`config.mk`:
```
export PLATFORM = sky130hd
export DESIGN_NAME = ascon_perm_arbiter
export DESIGN_NICKNAME = d
export VERILOG_FILES = /design/src/rtl/ascon_perm_arbiter.sv
export SDC_FILE = /design/constraint.sdc
export NUM_CORES = 1
export LEC_CHECK = 0
export ABC_CLOCK_PERIOD_IN_PS = 4900
export CAP_MARGIN = 0
export CORE_MARGIN = 2
export CORE_UTILIZATION = 42
export DETAILED_ROUTE_END_ITERATION = 10
export DONT_BUFFER_PORTS = 1
export SETUP_SLACK_MARGIN = 0.02
export SYNTH_ARGS = -nofsm -noshare
export SYNTH_HDL_FRONTEND = slang
export SYNTH_SLANG_ARGS = --single-unit
```
`constraint.sdc`:
```
create_clock -name clk -period 4.9 [get_ports clk]
set_input_delay 0.245 -clock clk [delete_from_list [all_inputs] [get_ports clk]]
set_output_delay 0.245 -clock clk [all_outputs]
set_load 0.02 [all_outputs]
```
`src/rtl/ascon_perm_arbiter.sv`:
```
// ascon_perm_arbiter
//   Shares one masked Ascon permutation core between two clients.
//   A client is granted on request. Simultaneous requests alternate
//   round-robin. The winner's round count is latched and the core is
//   started. Ownership is held until the client drops its request.
//   A watchdog abandons a run whose core never reports ready.
//
// Ports
//   clk, rst                  clock, synchronous active-high reset
//   req_0/1, rounds_0/1       client requests and requested round counts
//   grant_0/1, done_0/1       core ownership, one-cycle completion pulse
//   perm_start, perm_rounds   start and round count to the core
//   perm_sel                  core state-input mux select (0 = client 0)
//   perm_ready                core completion
//   busy                      arbiter not idle
//   timeout_err               sticky watchdog flag
//
// state   | meaning
// IDLE    | no owner; grant on the next sampled request
// RUN     | core started for the owner; waiting for perm_ready or watchdog
// RELEASE | run finished; owner keeps the grant until it drops req
module ascon_perm_arbiter #(
   parameter int unsigned TIMEOUT = 32
) (
   input  logic       clk,
   input  logic       rst,
   input  logic       req_0,
   input  logic       req_1,
   input  logic [4:0] rounds_0,
   input  logic [4:0] rounds_1,
   output logic       grant_0,
   output logic       grant_1,
   output logic       done_0,
   output logic       done_1,
   output logic       perm_start,
   output logic [4:0] perm_rounds,
   output logic       perm_sel,
   input  logic       perm_ready,
   output logic       busy,
   output logic       timeout_err
);

   typedef enum logic [1:0] {
      ST_IDLE,
      ST_RUN,
      ST_RELEASE
   } state_t;

   localparam logic [7:0] CNT_LAST = 8'(TIMEOUT - 1);

   state_t     state_q, state_d;
   logic       last_q, last_d;
   logic [7:0] cnt_q, cnt_d;
   logic       grant_0_d, grant_1_d, done_0_d, done_1_d;
   logic       perm_start_d, perm_sel_d, busy_d, timeout_err_d;
   logic [4:0] perm_rounds_d;
   logic       pick;
   logic       owner_req;

   // A lone request always wins; a tie goes to the client not served last.
   assign pick      = (req_0 & req_1) ? ~last_q : req_1;
   assign owner_req = perm_sel ? req_1 : req_0;

   always_comb begin
      state_d       = state_q;
      last_d        = last_q;
      cnt_d         = cnt_q;
      grant_0_d     = grant_0;
      grant_1_d     = grant_1;
      done_0_d      = 1'b0;
      done_1_d      = 1'b0;
      perm_start_d  = perm_start;
      perm_rounds_d = perm_rounds;
      perm_sel_d    = perm_sel;
      timeout_err_d = timeout_err;
      case (state_q)
         ST_IDLE: begin
            if (req_0 | req_1) begin
               grant_0_d     = ~pick;
               grant_1_d     = pick;
               perm_start_d  = 1'b1;
               perm_rounds_d = pick ? rounds_1 : rounds_0;
               perm_sel_d    = pick;
               last_d        = pick;
               cnt_d         = 8'd0;
               state_d       = ST_RUN;
            end
         end
         ST_RUN: begin
            // Ready wins over a watchdog expiry in the same cycle.
            if (perm_ready) begin
               perm_start_d = 1'b0;
               done_0_d     = ~perm_sel;
               done_1_d     = perm_sel;
               state_d      = ST_RELEASE;
            end else if (cnt_q == CNT_LAST) begin
               perm_start_d  = 1'b0;
               timeout_err_d = 1'b1;
               state_d       = ST_RELEASE;
            end else begin
               cnt_d = cnt_q + 8'd1;
            end
         end
         ST_RELEASE: begin
            if (!owner_req) begin
               grant_0_d = 1'b0;
               grant_1_d = 1'b0;
               state_d   = ST_IDLE;
            end
         end
         default: state_d = ST_IDLE;
      endcase
      busy_d = (state_d != ST_IDLE);
   end

   always_ff @(posedge clk) begin
      if (rst) begin
         state_q     <= ST_IDLE;
         last_q      <= 1'b1;  // "client 1 served last" so a first tie goes to client 0
         cnt_q       <= 8'd0;
         grant_0     <= 1'b0;
         grant_1     <= 1'b0;
         done_0      <= 1'b0;
         done_1      <= 1'b0;
         perm_start  <= 1'b0;
         perm_rounds <= 5'd0;
         perm_sel    <= 1'b0;
         busy        <= 1'b0;
         timeout_err <= 1'b0;
      end else begin
         state_q     <= state_d;
         last_q      <= last_d;
         cnt_q       <= cnt_d;
         grant_0     <= grant_0_d;
         grant_1     <= grant_1_d;
         done_0      <= done_0_d;
         done_1      <= done_1_d;
         perm_start  <= perm_start_d;
         perm_rounds <= perm_rounds_d;
         perm_sel    <= perm_sel_d;
         busy        <= busy_d;
         timeout_err <= timeout_err_d;
      end
   end

endmodule

```
==> results of run 1 <==
## area by class of cell
class | instances | share of cell area, %
clock buffers | 3 | 1.89
repair buffers | 1 | 0.842
well taps | 30 | 3.16
inverters | 4 | 1.26
flip-flops and latches | 24 | 40.4
multi-input cells | 86 | 49.9
clock inverters | 1 | 2.53
## metrics by stage
stage | instance area (um2) | utilization (%) | cells
final | 1190 | 47.5 | 149
after global routing | 1190 | 47.5 | 149
after CTS | 1190 | 47.5 | 149
after detailed placement | 1130 | 45.0 | 144
after global placement | 1130 | 45.0 | 144
after floorplan | 1110 | - | 120
## worst max-delay path, cell delays in order, from the launching register on
cell	delay, ns
dfxtp_1	0.42
or3b_1	0.49
or4_1	0.54
a21oi_1	0.15
## sequential cells by signal, summed over array words and instances, names as in the netlist
signal / flops
busy: 1
timeout_err: 1
last_q: 1
perm_sel: 1
grant_1: 1
done_1: 1
perm_start: 1
grant_0: 1
cnt_q: 8
done_0: 1
perm_rounds: 5
state_q: 2
## cell usage in the layout, fill, tap and decap left out, types with 3 or more instances in the layout
cell,count
a211oi_1,9
a21oi_1,13
and3_1,3
clkbuf_4,3
dfxtp_1,24
inv_1,3
mux2i_1,9
nand2_1,5
nand2b_1,5
nand3_1,3
nor2_1,5
o211ai_1,4
## kinds of logic after synthesis
logic type,share of synthesized area [%]
muxes,9.11
DFF,43.2
buffers and inverters,3.49
adders and majority gates,1.12
AOI/OAI and AO/OA,26.2
and+or+nand+nor,16.9
## per-layer routing
layer	track usage [%]	share of wire (%)
met1	20.6	45
met2	24.8	47
met3	3.51	6.8
met4	7.32	1.8
met5	0	0
## power by group through the flow
stage | logic, W | registers, W | clock network [W]
after floorplan | 0.0000414 | 0.000231 | 0
after CTS | 0.0000504 | 0.000229 | 0.000149
after detailed placement | 0.0000483 | 0.000234 | 0
after global placement | 0.0000470 | 0.000233 | 0
final | 0.0000497 | 0.000229 | 0.000146
after global routing | 0.0000565 | 0.000231 | 0.000155
## worst paths after layout
| kind | startpoint | slack, ns | cells past startpoint | end |
|---|---|---|---|---|
| worst max-delay path | state_q[0] | 3.24 | 3 | cnt_q[7] |
| worst min-delay path | perm_ready | 0.01 | 2 | done_0 |
| worst max register to register | state_q[0] | 3.24 | 3 | cnt_q[7] |
| worst min register to register | cnt_q[7] | 0.51 | 2 | cnt_q[7] |
## timing repair
action | 4_1_cts | 5_1_grt
gates resized for setup | 0 | 0
endpoints found under the hold margin | 10 | 0
hold buffers | 1 | 0
==> impl_metrics.toml, run 1 <==
[power_and_ir_drop]
vdd_drop_max_mv = 0.173
p_int_w = 0.000311
comb_power_share_pct = 11.7
p_leak_nw = 0.394
p_sw_share_pct = 26.8
seqPwrFrac_pct = 54.0
finalPower_w = 0.000424
clkPwrFrac_pct = 34.3
p_switching_w = 0.000114
power.density_nw_per_um2 = 357

[yosys]
synth_top_flop_cell = "dfxtp_1"
yosysSeqAreaShare_pct = 43.2
syn_inst = 120
yosys.area.top_type_share_pct = 43.2
synth_edf_count = 0
syn_avg_cell_area_um2 = 9.27
synth.top_cells.by_count = "dfxtp_1, a21oi_1, a211oi_1, mux2i_1"
synth_warnings = 0
ys_types = 36
synth_most_common_cell = "dfxtp_1"
synth.cell_area_um2 = 1110
ys_top_cells_by_area = "dfxtp_1, mux2i_1, a211oi_1"
synth-async-reset-ratio_pct = 0
synth_nets = 136
ys_seq_elements = 24
synth.largest_area_cell = "dfxtp_1"

[global_routing]
grt_max_degree = 15
grt_pass1_vias = 829
grt_pass1_wl_um = 3930
grt_usage_pct = 15.8
antenna_found_initial = 0
grt_overflow = 0

[clock_tree]
cts_buffers = 3
htree_levels = 1
cts_tree = "done"
cts_root_buffer = "clkbuf_4"
insertion_delay_ns = 0.32
clkTransAtPathRegs_ns = 0.13
cts_setup_buffers = 0
cts_buffer_depth = 2
clock-sinks = 24

[drt]
dr.pass1.iters = 4
vias_per_cell = 6.17
num_vias = 920
initialDrtViolationCount = 37
avgRoutedWirePerCell_um = 16.0
wl_um = 2390
ant_nets = 0
post-route-drc-count = 0

[timing]
holdWs_ns = 0.0131
grt_setup_unrepaired = "no"
finalSetupTns_ns = 0
worst_slew_pin_slew_ns = 0.695
hold_viol = 0
fin_crit_sh_pct = 33.9
finalMaxSlewViolations = 0
setup_viol = 0
skew_ns = 0.00298
postLayoutSetupSlackWorst_ns = 3.24
max_slew_margin_pct = 53.5
max_freq_mhz = 603
fin_crit_ns = 1.66

[placed_design]
post-place-ws_ns = 3.25
port_buffers = 0
dp_hpwl_um = 1760
place.gp.congestion = 0.791

[die]
chipWidth_um = 55.5
coreArea_um2 = 2500
die_area_um2 = 3080
num_rows = 18
io_pins = 28
start_util_pct = 44.5
die_y_um = 55.5

[worst_setup_path]
worstPathMaxFanout = 8
worstPathRequired_ns = 5.17
end_kind = "flop"
arrival_ns = 1.92
setup.worst_path.start_class = "flop"
criticalPathCategory = "flop to flop"

[finish]
final_layout_size_suffix_gt1_share_pct = 5.88
seqCellArea_um2 = 480
area_growth_pct = 6.86
nNetsFinal = 136
nFillCells = 251
antenna_cells = 0
multi_input_area_um2 = 593

[run]
max-cap-violations = 0

[hold_path]
hp-class = "input port to flop"

[run_status]
run_status = "finished, final reports clean"
(Power assumes the default switching activity.)
==> run 2, diff against run 1 <==
--- a/config.mk
+++ b/config.mk
@@ -5,7 +5,7 @@
 export SDC_FILE = /design/constraint.sdc
 export NUM_CORES = 1
 export LEC_CHECK = 0
-export ABC_CLOCK_PERIOD_IN_PS = 4900
+export ABC_CLOCK_PERIOD_IN_PS = 1500
 export CAP_MARGIN = 0
 export CORE_MARGIN = 2
 export CORE_UTILIZATION = 42
==> constraint.sdc (replaced) <==
create_clock -name clk -period 1.5 [get_ports clk]
set_input_delay 0.075 -clock clk [delete_from_list [all_inputs] [get_ports clk]]
set_output_delay 0.075 -clock clk [all_outputs]
set_load 0.02 [all_outputs]
==> run 2 against run 1 <==
Compared with the run above:
- sequential share of layout area is 5.3 points lower
- clock skew is 0.0024 ns higher
- sequential power grew to 3.2 times the previous value
- first-iteration DRC count is 27% higher
- flip-flop and latch count stayed put
- maximum frequency is 17% higher
- largest power group unchanged
- combinational power grew to 4.7 times the previous value
- clock-buffer cell count stayed put
- register-to-register slack worse by 3.2 ns
- final cell count is 14% higher
- critical path type unchanged
- die area stayed put
- worst hold slack hardly changed
==> impl_metrics.toml, run 2 (synthesis gave the netlist of run 1 again) <==
[worst_setup_path]
worstPathMaxFanout = 6
setup.worst_path.start = "cnt_q[0]"
end_kind = "flop"
worstPathRequired_ns = 1.75
criticalPathCategory = "flop to flop"
setup.worst_path.start_class = "flop"
reg2reg_from = "cnt_q[0]"
arrival_ns = 1.67

[clock_tree]
clkTransAtPathRegs_ns = 0.12
cts_tree = "done"
cts_buffer_depth = 2
cts_buffers = 3
insertion_delay_ns = 0.31
cts_root_buffer = "clkbuf_4"
clock-sinks = 24
htree_levels = 1

[finish]
utilization_pct = 55.4
layout_common_cells = "dfxtp_1, a21oi_1, buf_4, dlygate4sd3_1, mux2i_1"
largest_register_ffs = 8
nNetsFinal = 158
antenna_cells = 0
post-route-cell-area_um2 = 1380
final_common_cell = "dfxtp_1"
reg.largest.list = "cnt_q x8, perm_rounds x5, state_q x2"
area_growth_pct = 24.4
top_register = "cnt_q"
final_layout_size_suffix_gt1_share_pct = 21.4

[drt]
num_vias = 1004
wl_um = 2620
post-route-drc-count = 0
vias_per_cell = 5.91
initialDrtViolationCount = 47
dr.pass1.iters = 4
ant_nets = 0
avgRoutedWirePerCell_um = 15.4

[power_and_ir_drop]
p_leak_nw = 0.485
vdd_drop_max_mv = 0.720
power.density_nw_per_um2 = 902

[die]
coreArea_um2 = 2500
num_rows = 18
start_util_pct = 44.5
die_y_um = 55.5
die_area_um2 = 3080
chipWidth_um = 55.5
io_pins = 28

[global_routing]
grt_pass1_vias = 968
grt_pass1_wl_um = 4490
grt_overflow = 0
grt_usage_pct = 18.0
grt_max_degree = 15
antenna_found_initial = 0

[timing]
skew_ns = 0.00538
hold_viol = 0
fin_crit_sh_pct = 94.3
grt_setup_unrepaired = "yes"
max_freq_mhz = 707
worst_slew_pin_slew_ns = 0.559
finalSetupTns_ns = 0
postLayoutSetupSlackWorst_ns = 0.0861
setup_viol = 0
finalMaxSlewViolations = 0
fin_crit_ns = 1.41
max_slew_margin_pct = 62.6

[placed_design]
post-place-ws_ns = 0.0135
dpl-instance-area_um2 = 1210
dp_hpwl_um = 1880
port_buffers = 0
place.gp.congestion = 0.755

[hold_path]
hold_start = "rounds_0[2]"
hp-class = "input port to flop"

[run]
max-cap-violations = 0

[run_status]
run_status = "finished, final reports clean"
-- run 2: cell count changes in the layout (fill, tap and decap cells not counted), moves of 4 or more --
cell           change
dlygate4sd3_1     +10
dfxtp_2            +4
dfxtp_1            -4
buf_4             +12
-- run 2: through the flow --
step / cells / total power, W / hold WS [ns]
4_1_cts: 167 / 0.00126 / 0.00288
3_3_place_gp: 154 / 0.000946 / 0.147
6_report: 170 / 0.00125 / 0.0127
2_1_floorplan: 120 / 0.000894 / 0.189
3_5_place_dp: 154 / 0.000952 / 0.148
5_1_grt: 170 / 0.00132 / 0.00416
-- run 2: final cells by class --
class	instances	area (um2)
inverters	4	15.0
fillers	240	1120
flip-flops and latches	24	485
repair buffers	23	200
multi-input cells	86	623
clock buffers	3	22.5
well taps	30	37.5
-- run 2: critical path, stage by stage, from the launching register on --
cell	delay, ns
dfxtp_2	0.35
ha_2	0.20
and3_2	0.26
a2111oi_2	0.34
mux2i_1	0.21
-- run 2: final timing paths --
kind / to / slack, ns / cells after the start
hold / removal: perm_rounds[2] / 0.01 / 2
hold reg to reg: cnt_q[7] / 0.50 / 2
setup reg to reg: cnt_q[5] / 0.09 / 4
setup / recovery: cnt_q[5] / 0.09 / 4
-- run 2: what timing repair did --
item                                    4_1_cts  5_1_grt
gates resized for setup                       2        7
buffers inserted                              0        2
hold buffers                                 10        1
endpoints found under the setup margin        2       10
endpoints found under the hold margin        17        1
pin swaps                                     0        1
-- run 2: where the power goes --
group          internal, W  switching [W]
clock            0.0000938       0.000179
combinational     0.000114       0.000121
sequential        0.000679      0.0000617
-- run 2: metal layers --
metal  vias up  wire, um  part of all wire (%)  GRT usage, %
met5         -         0                     0             0
met3         0       168                   6.4          5.62
met4         0         0                     0          5.57
met2        39      1310                    50          30.6
li1        496         -                     -             -
met1       469      1140                    44          21.6
